**src/rtl/memory_arbiter_if.sv**
```systemverilog
// Bus bundle between the Hack CPU, the screen-scanout DMA and the Memory block.
// slave  : arbiter side
// master : requester / memory-model side
interface memory_arbiter_if;
  logic        cpu_req;
  logic        cpu_we;
  logic [14:0] cpu_addr;
  logic [15:0] cpu_wdata;
  logic        cpu_gnt;
  logic        cpu_rvalid;
  logic [15:0] cpu_rdata;
  logic        cpu_err;
  logic        dma_req;
  logic [12:0] dma_addr;
  logic        dma_gnt;
  logic        dma_rvalid;
  logic [15:0] dma_rdata;
  logic [15:0] mem_in;
  logic        mem_load;
  logic [14:0] mem_address;
  logic [15:0] mem_out;

  modport slave (
    input  cpu_req, cpu_we, cpu_addr, cpu_wdata, dma_req, dma_addr, mem_out,
    output cpu_gnt, cpu_rvalid, cpu_rdata, cpu_err,
           dma_gnt, dma_rvalid, dma_rdata, mem_in, mem_load, mem_address
  );

  modport master (
    output cpu_req, cpu_we, cpu_addr, cpu_wdata, dma_req, dma_addr, mem_out,
    input  cpu_gnt, cpu_rvalid, cpu_rdata, cpu_err,
           dma_gnt, dma_rvalid, dma_rdata, mem_in, mem_load, mem_address
  );
endinterface

```
**src/rtl/memory_arbiter.sv**
```systemverilog
// Single-port memory arbiter: CPU has priority, screen DMA gets a forced
// grant after STARVE_LIMIT consecutive denied cycles. One access per cycle,
// reads return one cycle later on the owner's rvalid/rdata.
// Optional feature macro: MEM_ARB_WRITE_PROTECT_EN (blocks CPU writes to
// addresses >= 0x6000 and pulses cpu_err instead).
module memory_arbiter #(
  parameter int STARVE_LIMIT = 4
) (
  input logic              CLK,
  input logic              RESET_N,
  memory_arbiter_if.slave  bus
);

  typedef enum logic [1:0] {IDLE, CPU_RD, CPU_WR, DMA_RD} state_e;

  localparam logic [3:0] LIMIT = 4'(STARVE_LIMIT);

  state_e      state_q, state_d;
  logic [3:0]  starve_q, starve_d;
  logic        cpu_err_q;
  logic [15:0] cpu_rdata_q, dma_rdata_q;
  logic        dma_win, cpu_gnt, dma_gnt, wp_hit;

`ifdef MEM_ARB_WRITE_PROTECT_EN
  assign wp_hit = (bus.cpu_addr >= 15'h6000);
`else
  assign wp_hit = 1'b0;
`endif

  // Grant decision: DMA only wins when CPU is idle or DMA has starved long enough
  always_comb begin
    dma_win = bus.dma_req && (!bus.cpu_req || (starve_q == LIMIT));
    dma_gnt = dma_win;
    cpu_gnt = bus.cpu_req && !dma_win;
  end

  // Memory pin mux; load is suppressed during reset and for protected writes
  always_comb begin
    bus.mem_address = 15'h0000;
    bus.mem_in      = 16'h0000;
    bus.mem_load    = 1'b0;
    if (cpu_gnt) begin
      bus.mem_address = bus.cpu_addr;
      bus.mem_in      = bus.cpu_wdata;
      bus.mem_load    = bus.cpu_we && !wp_hit && RESET_N;
    end else if (dma_gnt) begin
      bus.mem_address = {2'b10, bus.dma_addr};
    end
  end

  // Next last-grant state and starvation counter
  always_comb begin
    state_d = IDLE;
    if (cpu_gnt)      state_d = bus.cpu_we ? CPU_WR : CPU_RD;
    else if (dma_gnt) state_d = DMA_RD;
    starve_d = 4'd0;
    if (bus.dma_req && !dma_gnt)
      starve_d = (starve_q == LIMIT) ? LIMIT : starve_q + 4'd1;
  end

  // Registered state, read-data capture and error pulse
  always_ff @(posedge CLK or negedge RESET_N) begin
    if (!RESET_N) begin
      state_q     <= IDLE;
      starve_q    <= 4'd0;
      cpu_rdata_q <= 16'h0000;
      dma_rdata_q <= 16'h0000;
      cpu_err_q   <= 1'b0;
    end else begin
      state_q   <= state_d;
      starve_q  <= starve_d;
      cpu_err_q <= cpu_gnt && bus.cpu_we && wp_hit;
      if (state_d == CPU_RD) cpu_rdata_q <= bus.mem_out;
      if (state_d == DMA_RD) dma_rdata_q <= bus.mem_out;
    end
  end

  assign bus.cpu_gnt    = cpu_gnt;
  assign bus.dma_gnt    = dma_gnt;
  assign bus.cpu_rvalid = (state_q == CPU_RD);
  assign bus.dma_rvalid = (state_q == DMA_RD);
  assign bus.cpu_rdata  = cpu_rdata_q;
  assign bus.dma_rdata  = dma_rdata_q;
  assign bus.cpu_err    = cpu_err_q;

endmodule

```
**src/flat_wrapper.sv**
```systemverilog
// flat-port wrapper written by rule: the top's interface ports become plain ports
module memory_arbiter_flat 
#(
  parameter int STARVE_LIMIT = 4
)
  (CLK, RESET_N, bus_cpu_req, bus_cpu_we, bus_cpu_addr, bus_cpu_wdata, bus_dma_req, bus_dma_addr, bus_mem_out, bus_cpu_gnt, bus_cpu_rvalid, bus_cpu_rdata, bus_cpu_err, bus_dma_gnt, bus_dma_rvalid, bus_dma_rdata, bus_mem_in, bus_mem_load, bus_mem_address);
  memory_arbiter_if bus_i ();
  input logic CLK;
  input logic RESET_N;
  input wire logic [$bits(bus_i.cpu_req)-1:0] bus_cpu_req;
  input wire logic [$bits(bus_i.cpu_we)-1:0] bus_cpu_we;
  input wire logic [$bits(bus_i.cpu_addr)-1:0] bus_cpu_addr;
  input wire logic [$bits(bus_i.cpu_wdata)-1:0] bus_cpu_wdata;
  input wire logic [$bits(bus_i.dma_req)-1:0] bus_dma_req;
  input wire logic [$bits(bus_i.dma_addr)-1:0] bus_dma_addr;
  input wire logic [$bits(bus_i.mem_out)-1:0] bus_mem_out;
  output wire logic [$bits(bus_i.cpu_gnt)-1:0] bus_cpu_gnt;
  output wire logic [$bits(bus_i.cpu_rvalid)-1:0] bus_cpu_rvalid;
  output wire logic [$bits(bus_i.cpu_rdata)-1:0] bus_cpu_rdata;
  output wire logic [$bits(bus_i.cpu_err)-1:0] bus_cpu_err;
  output wire logic [$bits(bus_i.dma_gnt)-1:0] bus_dma_gnt;
  output wire logic [$bits(bus_i.dma_rvalid)-1:0] bus_dma_rvalid;
  output wire logic [$bits(bus_i.dma_rdata)-1:0] bus_dma_rdata;
  output wire logic [$bits(bus_i.mem_in)-1:0] bus_mem_in;
  output wire logic [$bits(bus_i.mem_load)-1:0] bus_mem_load;
  output wire logic [$bits(bus_i.mem_address)-1:0] bus_mem_address;
  assign bus_i.cpu_req = bus_cpu_req;
  assign bus_i.cpu_we = bus_cpu_we;
  assign bus_i.cpu_addr = bus_cpu_addr;
  assign bus_i.cpu_wdata = bus_cpu_wdata;
  assign bus_i.dma_req = bus_dma_req;
  assign bus_i.dma_addr = bus_dma_addr;
  assign bus_i.mem_out = bus_mem_out;
  assign bus_cpu_gnt = bus_i.cpu_gnt;
  assign bus_cpu_rvalid = bus_i.cpu_rvalid;
  assign bus_cpu_rdata = bus_i.cpu_rdata;
  assign bus_cpu_err = bus_i.cpu_err;
  assign bus_dma_gnt = bus_i.dma_gnt;
  assign bus_dma_rvalid = bus_i.dma_rvalid;
  assign bus_dma_rdata = bus_i.dma_rdata;
  assign bus_mem_in = bus_i.mem_in;
  assign bus_mem_load = bus_i.mem_load;
  assign bus_mem_address = bus_i.mem_address;
  memory_arbiter #(.STARVE_LIMIT(STARVE_LIMIT)) u_core (.CLK(CLK), .RESET_N(RESET_N), .bus(bus_i));
endmodule
```
**config.mk**
```make
export PLATFORM = sky130hd
export DESIGN_NAME = memory_arbiter_flat
export DESIGN_NICKNAME = d
export VERILOG_FILES = /design/src/rtl/memory_arbiter_if.sv /design/src/rtl/memory_arbiter.sv /design/src/flat_wrapper.sv
export SDC_FILE = /design/constraint.sdc
export NUM_CORES = 1
export LEC_CHECK = 0
export CORE_AREA = 2 2 75 77
export DETAILED_ROUTE_END_ITERATION = 10
export DIE_AREA = 0 0 77 79
export GPL_ROUTABILITY_DRIVEN = 1
export PLACE_DENSITY = 0.81
export SLEW_MARGIN = 25
export SYNTH_ARGS = -nofsm -noshare
export SYNTH_HDL_FRONTEND = slang
export SYNTH_SLANG_ARGS = --single-unit
```
**constraint.sdc**
```tcl
create_clock -name CLK -period 3.2 [get_ports CLK]
set_clock_uncertainty 0.1 [all_clocks]
set_input_delay 0.64 -clock CLK [delete_from_list [all_inputs] [get_ports CLK]]
set_output_delay 0.64 -clock CLK [all_outputs]
set_load 0.01 [all_outputs]
```
==> results.sh, run 1 <==
export IMPL_via_per_inst=4.55
export IMPL_drtPass1Iterations=3
export IMPL_hold_path_class="in -> async"
export IMPL_ir_drop_mv=0.260
export IMPL_layout_min_cycle_time_ns=3.15
export IMPL_crit_arrival_ns=2.41
export IMPL_placed_area_um2=3330
export IMPL_antenna_left=0
export IMPL_antenna_found_initial=0
export IMPL_outcome="completed"
export IMPL_die_h_um=79
export IMPL_syn_nets=219
export IMPL_layout_common_cells="clkdlybuf4s50_1 (131), dfrtp_1 (38), and3_1 (31), a21o_1 (16), mux2_1 (13)"
export IMPL_wl_per_cell_um=14.9
export IMPL_grt_pass1_vias=1646
export IMPL_stdcell_area_um2=3450
export IMPL_path_buf_inv=3
export IMPL_reg2regPathDepth=7
export IMPL_finish_utilization_pct=64.7
export IMPL_critPathMaxStageDelay_ns=0.55
export IMPL_drv_slew=0
export IMPL_hold_buffers=0
export IMPL_nFillCells=464
export IMPL_grt_max_degree=39
export IMPL_rows=27
export IMPL_synthFlopType="dfrtp_1"
export IMPL_synth_cells=152
export IMPL_worstPathRequired_ns=2.46
export IMPL_dp_slack_ns=0.0374
export IMPL_layout_nets=358
export IMPL_setup_viol=0
export IMPL_cts_path_max_buffers=2
export IMPL_numCtsBuffers=5
export IMPL_netlist_top_cell_by_area="dfrtp_1"
export IMPL_setup_worst_path_end_class="primary output"
export IMPL_start_util_pct=36.0
export IMPL_synth_cell_types=25
export IMPL_path_cells="clkdlybuf4s50_1 -> nand4b_4 -> buf_12 -> and3_1 -> a21o_1 -> clkdlybuf4s50_1"
export IMPL_synth_top_area_share_pct=49.5
export IMPL_path_common_cell="clkdlybuf4s50_1"
export IMPL_drt_initial_drc_count=72
export IMPL_hold_violations=0
export IMPL_multi_input_area_um2=866
export IMPL_overflow=0
export IMPL_avgSynthCellArea_um2=12.6
export IMPL_layout_drive_gt1_share_pct=14.7
export IMPL_via_count=1655
export IMPL_cts_max_level=2
export IMPL_gp_congestion=0.704
export IMPL_power_density_nw_per_um2=393
export IMPL_slowest_stage="clkdlybuf4s50_1"
export IMPL_register_area_um2=951
export IMPL_core_um2=5340
export IMPL_synth_area_um2=1920
export IMPL_diodes=0
export IMPL_stdcell_count=364
export IMPL_worstPathMaxFanout=24
export IMPL_max_freq_mhz=318
export IMPL_whs_ns=0.343
export IMPL_ys_seq_elements=38
export IMPL_area_delta_synth_final_pct=79.9
export IMPL_period_share_pct=98.3
export IMPL_cts_sinks=38
export IMPL_dp_cells=353
export IMPL_worst_setup_path_start_kind="input pin"
export IMPL_fin_ws_ns=0.0532
export IMPL_cp_num_cells=6
export IMPL_synth_edff_count=0
export IMPL_clock_latency_ns=0.27
export IMPL_clkTransAtPathRegs_ns=0.08
export IMPL_cts_root_buf="clkbuf_8"
export IMPL_ios=134
export IMPL_p_leak_nw=1.61
export IMPL_synth_warnings=0
export IMPL_ys_seq_area_share_pct=49.5
export IMPL_cts_tree="done"
export IMPL_drc_errors=0
export IMPL_path_class="in -> out"
export IMPL_crit_family="buffers and inverters"
export IMPL_grt_util_all_layers_pct=17.6
export IMPL_grt_first_pass_wirelength_mm=8.55
export IMPL_maxCapViolations=0
export IMPL_port_buffers=132
export IMPL_fp_dieW_um=77
export IMPL_post_cts_resized=0
export IMPL_async_flop_share_pct=100
export IMPL_finalWirelength_mm=5.43
export IMPL_place_hpwl_mm=4.19
export IMPL_layout_commonest_cell="clkdlybuf4s50_1"
export IMPL_die_area_um2=6080
export IMPL_synth_area_leaders="dfrtp_1 (50%), and3_1 (10%), mux2_4 (7.8%)"
final timing paths:
path                                          startpoint                  endpoint  slack, ns
worst min register to register  u_core.bus.dma_rdata[10]  u_core.bus.dma_rdata[10]       0.38
max in group asynchronous                        RESET_N        u_core.starve_q[2]       2.32
worst max register to register        u_core.starve_q[0]   u_core.bus.cpu_rdata[9]       1.14
worst min-delay path                             RESET_N   u_core.bus.dma_rdata[5]       0.34
worst max-delay path                         bus_dma_req        bus_mem_address[8]       0.05
min in group CLK                u_core.bus.dma_rdata[10]  u_core.bus.dma_rdata[10]       0.38
flip-flops by register name (all words and copies together) (netlist names):
name                  count
u_core.starve_q           4
u_core.bus.cpu_rdata     16
u_core.state_q            2
u_core.bus.dma_rdata     16
what timing repair did:
item                                    CTS  global route
hold endpoints to repair                  0             0
buffers inserted                          0             3
endpoints found under the setup margin    0            10
layout make-up:
class / instances / area share [%]
Clock buffer: 6 / 2.39
Timing Repair Buffer: 144 / 41.5
Tap cell: 72 / 2.61
Clock inverter: 2 / 0.362
Multi-Input combinational cell: 97 / 25.1
Sequential cell: 38 / 27.5
Inverter: 5 / 0.544
cell usage after synthesis, types with 2 or more instances:
| library cell | instances |
|---|---|
| nor2_1 | 4 |
| a21o_1 | 16 |
| dfrtp_1 | 38 |
| clkbuf_1 | 5 |
| buf_6 | 2 |
| mux2_4 | 10 |
| ha_1 | 2 |
| mux2_2 | 9 |
| buf_2 | 3 |
| mux2_1 | 13 |
| inv_1 | 5 |
| and3_1 | 31 |
| and2_1 | 2 |
cell families after synthesis:
group	count (synthesis)	synth area share [%]
flip-flops	38	49.5
adder cells (fa/ha/maj)	2	1.30
XOR/XNOR	2	0.913
multiplexers	32	20.7
other	1	0.195
AND/OR/NAND/NOR	42	14.5
AO/OA/AOI/OAI	18	7.50
buffers and inverters	17	5.35
power by group:
group / internal (mW) / switching, mW
sequential: 0.543 / 0.0318
combinational: 0.297 / 0.153
clock: 0.173 / 0.161
total: 1.01 / 0.345
per-layer routing:
metal,up-vias,part of all wire [%],GRT usage [%]
li1,808,-,-
met1,801,44,23.8
met2,41,51,29.3
met3,5,3.6,3.75
met4,0,0.70,3.75
met5,-,0,0
metrics by stage:
step                setup TNS [ns]  power (mW)
floorplan                        0       0.748
global placement                 0        1.03
detailed placement               0        1.04
CTS                              0        1.38
global route               -0.0247        1.43
finish                           0        1.36
(Power assumes the default switching activity.)
==> run 2: changes to the inputs <==
--- a/config.mk
+++ b/config.mk
@@ -7,2 +7,3 @@
 export LEC_CHECK = 0
+export ABC_CLOCK_PERIOD_IN_PS = 3200
 export CORE_AREA = 2 2 75 77
==> constraint.sdc (replaced) <==
create_clock -name CLK -period 3.2 [get_ports CLK]
set_clock_uncertainty 0.1 [all_clocks]
set_input_delay 0.96 -clock CLK [delete_from_list [all_inputs] [get_ports CLK]]
set_output_delay 0.96 -clock CLK [all_outputs]
set_load 0.01 [all_outputs]
==> run 2 against run 1 <==
Clock-buffer cell count unchanged. Design area rose by 0.91%. Non-clock buffer count increased by 9. Via count is 5.0% higher. Register-to-register slack got worse by 0.09 ns. Critical path depth is the same. Power fell by 0.52%. Utilization increased by 0.59 points. Sequential share of layout area down 0.25 points. Highest routed layer unchanged.
==> results.sh, run 2 (same netlist as run 1, synthesis figures left out) <==
export IMPL_outcome="completed"
export IMPL_layout_min_cycle_time_ns=3.15
export IMPL_finalWirelength_mm=5.73
export IMPL_maxCapViolations=0
export IMPL_core_um2=5340
export IMPL_dp_slack_ns=-0.515
export IMPL_fin_ws_ns=0.0501
export IMPL_via_per_inst=4.66
export IMPL_p_switching_mw=0.352
export IMPL_grt_pass1_vias=1697
export IMPL_ios=134
export IMPL_cts_root_buf="clkbuf_8"
export IMPL_grt_setup_unrepaired="yes"
export IMPL_layout_common_cells="clkdlybuf4s50_1 (95), dfrtp_1 (38), and3_1 (31), dlygate4sd2_1 (25), buf_4 (17)"
export IMPL_setup_viol=0
export IMPL_area_delta_synth_final_pct=81.5
export IMPL_place_hpwl_mm=4.37
export IMPL_cts_max_level=2
export IMPL_cts_tree="done"
export IMPL_worstPathMaxFanout=11
export IMPL_die_h_um=79
export IMPL_numCtsBuffers=5
export IMPL_fp_dieW_um=77
export IMPL_whs_ns=0.384
export IMPL_rows=27
export IMPL_grt_max_degree=39
export IMPL_max_freq_mhz=317
export IMPL_port_buffers=132
export IMPL_overflow=0
export IMPL_wl_per_cell_um=15.4
export IMPL_antenna_left=0
export IMPL_period_share_pct=98.4
export IMPL_cts_path_max_buffers=2
export IMPL_antenna_found_initial=0
export IMPL_power_density_nw_per_um2=388
export IMPL_crit_arrival_ns=2.09
export IMPL_grt_first_pass_wirelength_mm=8.96
export IMPL_stdcell_area_um2=3480
export IMPL_layout_drive_gt1_share_pct=20.3
export IMPL_via_count=1738
export IMPL_drtPass1Iterations=5
export IMPL_slowest_stage="dlygate4sd2_1"
export IMPL_grt_util_all_layers_pct=18.9
export IMPL_clkTransAtPathRegs_ns=0.07
export IMPL_clock_latency_ns=0.28
export IMPL_worst_setup_path_start_kind="input pin"
export IMPL_p_leak_nw=1.76
export IMPL_cts_sinks=38
export IMPL_drv_slew=0
export IMPL_ir_drop_mv=0.310
export IMPL_path_cells="clkdlybuf4s15_2 -> nand4b_4 -> buf_12 -> buf_4 -> and3_1 -> dlygate4sd2_1"
export IMPL_hold_path_class="reg -> reg"
export IMPL_critPathMaxStageDelay_ns=0.28
export IMPL_p_int_mw=0.999
export IMPL_p_clk_share_pct=25.1
export IMPL_comb_power_share_pct=32.4
export IMPL_layout_commonest_cell="clkdlybuf4s50_1"
export IMPL_fin_tns_setup_ns=0
export IMPL_pwr_share_seq_pct=42.6
export IMPL_hold_violations=0
export IMPL_start_util_pct=36.0
export IMPL_layout_nets=367
export IMPL_die_area_um2=6080
export IMPL_diodes=0
export IMPL_setup_worst_path_end_class="primary output"
export IMPL_drt_initial_drc_count=62
export IMPL_worstPathRequired_ns=2.14
export IMPL_placed_area_um2=3380
export IMPL_gp_congestion=0.759
export IMPL_path_class="in -> out"
export IMPL_hold_buffers=0
export IMPL_drc_errors=0
export IMPL_switching_share_pct=26.1
## run 2: worst paths after layout
path                                           end  slack [ns]                     from  depth (start not counted)
hold reg to reg            u_core.bus.dma_rdata[9]        0.38  u_core.bus.dma_rdata[9]                          1
hold / removal             u_core.bus.dma_rdata[9]        0.38  u_core.bus.dma_rdata[9]                          1
max in group asynchronous       u_core.starve_q[3]        2.02                  RESET_N                          2
min in group asynchronous  u_core.bus.dma_rdata[4]        0.65                  RESET_N                          2
setup reg to reg           u_core.bus.cpu_rdata[9]        1.05       u_core.starve_q[0]                          7
setup / recovery                     bus_mem_in[3]        0.05              bus_dma_req                          6
## run 2: critical path: cells and delay by family
kind,cells,cell delay (ns)
buffers and inverters,4,0.80
AND/OR/NAND/NOR,2,0.32
## run 2: power groups by stage
stage / Combinational [mW] / Sequential, mW / Clock [mW]
finish: 0.437 / 0.575 / 0.339
global route: 0.467 / 0.585 / 0.374
CTS: 0.442 / 0.577 / 0.349
detailed placement: 0.458 / 0.586 / 0
global placement: 0.451 / 0.582 / 0
floorplan: 0.136 / 0.611 / 0
## run 2: metal layers
| metal | GRT usage (%) | routed length [um] | vias up |
|---|---|---|---|
| met5 | 0 | 0 | - |
| met1 | 24.2 | 2340 | 840 |
| li1 | - | - | 830 |
| met3 | 3.86 | 288 | 10 |
| met4 | 4.82 | 53 | 0 |
| met2 | 32.7 | 3050 | 58 |
## run 2: cell type report
type / count / area, um2
fill: 457 / 1850
timing repair buffer: 153 / 1460
sequential: 38 / 951
multi-input combinational: 97 / 866
tap: 72 / 90.1
clock buffer: 6 / 82.6
inverter: 5 / 18.8
clock inverter: 2 / 12.5
## run 2: repair_timing
item                       in CTS  in global routing
setup endpoints to repair      34                 24
resized for setup              59                  4
buffers inserted                3                  2
cloned                          1                  0
## run 2: through the flow
stage / total power, mW / utilization [%] / cells
floorplan: 0.748 / - / 152
global placement: 1.03 / 63.3 / 359
detailed placement: 1.04 / 63.3 / 359
CTS: 1.37 / 65.0 / 371
global route: 1.43 / 65.3 / 373
finish: 1.35 / 65.3 / 373
==> run 3: changes to the inputs <==
Settings changed: ABC_CLOCK_PERIOD_IN_PS 3200 to 2990, CORE_AREA 2 2 75 77 to 2 2 78 80, DIE_AREA 0 0 77 79 to 0 0 80 82, PLACE_DENSITY 0.81 to 0.76.
Clock period 3.2 ns to 2.99 ns, I/O delays scaled along.
==> run 3 against run 2 <==
Setup slack better by 0.014 ns. Cell count is 1.9% lower. Design area decreased by 0.97%. Wire length shrank 2.9%. Critical path depth is 2 lower. Clock power shrank 4%. Clock-buffer cell count is the same. Sequential share of layout area rose by 0.27 points. Largest cell class unchanged. Combinational power rose by 7.1%. Utilization decreased by 5.2 points. Global-route usage decreased by 2.9 points. Via count down 2.1%. Largest power group unchanged.
==> results.sh, run 3 (same netlist as run 1, synthesis figures left out) <==
export IMPL_outcome="completed"
export IMPL_grt_setup_unrepaired="no"
export IMPL_maxCapViolations=0
export IMPL_cts_max_level=2
export IMPL_period_share_pct=97.9
export IMPL_comb_power_share_pct=33.2
export IMPL_grt_pass1_vias=1675
export IMPL_numCtsBuffers=5
export IMPL_cts_path_max_buffers=2
export IMPL_start_util_pct=33.4
export IMPL_drtPass1Iterations=4
export IMPL_whs_ns=0.386
export IMPL_place_hpwl_mm=4.05
export IMPL_hold_buffers=0
export IMPL_hold_violations=0
export IMPL_power_density_nw_per_um2=409
export IMPL_worstPathRequired_ns=1.99
export IMPL_ir_drop_mv=0.298
export IMPL_reg2regPathDepth=8
export IMPL_antenna_left=0
export IMPL_grt_util_all_layers_pct=16.0
export IMPL_die_h_um=82
export IMPL_nFillCells=495
export IMPL_worstPathMaxFanout=5
export IMPL_fp_dieW_um=80
export IMPL_setup_viol=0
export IMPL_drv_slew=0
export IMPL_p_switching_mw=0.350
export IMPL_p_clk_share_pct=23.2
export IMPL_ios=134
export IMPL_worst_setup_path_start_kind="input pin"
export IMPL_cts_sinks=38
export IMPL_antenna_found_initial=0
export IMPL_cts_root_buf="clkbuf_8"
export IMPL_clock_latency_ns=0.27
export IMPL_port_buffers=132
export IMPL_die_area_um2=6560
export IMPL_grt_first_pass_wirelength_mm=8.11
export IMPL_layout_nets=359
export IMPL_wl_per_cell_um=15.2
export IMPL_crit_arrival_ns=1.93
export IMPL_cts_tree="done"
export IMPL_drc_errors=0
export IMPL_clkTransAtPathRegs_ns=0.06
export IMPL_rows=28
export IMPL_setup_worst_path_end_class="primary output"
export IMPL_hold_path_class="reg -> reg"
export IMPL_overflow=0
export IMPL_p_total_mw=1.41
export IMPL_finish_utilization_pct=60.0
export IMPL_switching_share_pct=24.8
export IMPL_p_int_mw=1.06
export IMPL_grt_max_degree=39
export IMPL_max_freq_mhz=342
export IMPL_area_delta_synth_final_pct=79.7
export IMPL_path_class="in -> out"
export IMPL_core_um2=5750
export IMPL_stdcell_count=366
export IMPL_dp_cells=354
export IMPL_via_per_inst=4.65
export IMPL_via_count=1702
export IMPL_drt_initial_drc_count=26
export IMPL_whs_path_depth=1
export IMPL_layout_common_cells="clkdlybuf4s50_1 (97), dfrtp_1 (38), dlygate4sd2_1 (32), and3_1 (31), a21o_1 (16)"
export IMPL_layout_drive_gt1_share_pct=16.2
export IMPL_gp_congestion=0.740
export IMPL_finalWirelength_mm=5.57
export IMPL_p_leak_nw=1.71
export IMPL_diodes=0
export IMPL_layout_min_cycle_time_ns=2.93
export IMPL_pwr_share_seq_pct=43.6
export IMPL_layout_commonest_cell="clkdlybuf4s50_1"
run 3: cell types whose count changed in the layout (fill, tap and decap cells not counted), sizes merged:
cell	change
bufbuf	-1
nand4b	+2
clkinv	-1
clkbuf	-1
buf	-14
o21ai	+1
clkdlybuf4s15	-4
dlygate4sd2	+7
clkdlybuf4s50	+2
clkinvlp	-1
run 3: stage by stage:
step	instance area [um2]	setup WS, ns	TNS (ns)
floorplan	1920	0.295	0
global placement	3300	-0.628	-20.15
detailed placement	3300	-0.687	-22.00
CTS	3450	0.0553	0
global route	3450	0.0175	0
finish	3450	0.0641	0
run 3: layer usage:
metal	global-route usage (%)	vias to the layer above	wire, um
met4	4.75	0	66
met5	0	-	0
met2	25.8	56	2830
met3	3.85	7	283
li1	-	820	-
met1	21.3	819	2380
run 3: path summary, 6_finish.rpt:
kind	from	end	slack, ns
worst max-delay path	bus_dma_req	bus_cpu_gnt	0.06
worst min-delay path	u_core.bus.dma_rdata[12]	u_core.bus.dma_rdata[12]	0.39
worst max register to register	u_core.starve_q[0]	u_core.bus.dma_rdata[0]	0.91
worst min register to register	u_core.bus.dma_rdata[12]	u_core.bus.dma_rdata[12]	0.39
max in group asynchronous	RESET_N	u_core.starve_q[2]	1.86
min in group asynchronous	RESET_N	u_core.bus.dma_rdata[6]	0.60
run 3: what timing repair did:
action | in CTS | in global routing
setup buffers | 3 | 0
gates resized for setup | 54 | 0
setup endpoints to repair | 34 | 0
run 3: power groups by stage:
stage,Clock [mW],Sequential (mW),Combinational [mW]
detailed placement,0,0.625,0.481
floorplan,0,0.654,0.146
global route,0.371,0.624,0.502
CTS,0.344,0.616,0.476
finish,0.327,0.616,0.468
global placement,0,0.623,0.476
run 3: cell type report:
| type | count | area [um2] | area share (%) |
|---|---|---|---|
| tap | 75 | 93.8 | 2.72 |
| multi-input combinational | 100 | 945 | 27.4 |
| timing repair buffer | 142 | 1360 | 39.4 |
| sequential | 38 | 951 | 27.6 |
| inverter | 5 | 18.8 | 0.544 |
| clock buffer | 6 | 82.6 | 2.39 |
run 3: worst max-delay path, stage by stage:
cell             delay, ns
buf_4                 0.15
nand4b_4              0.18
and2_4                0.22
clkdlybuf4s50_1       0.48
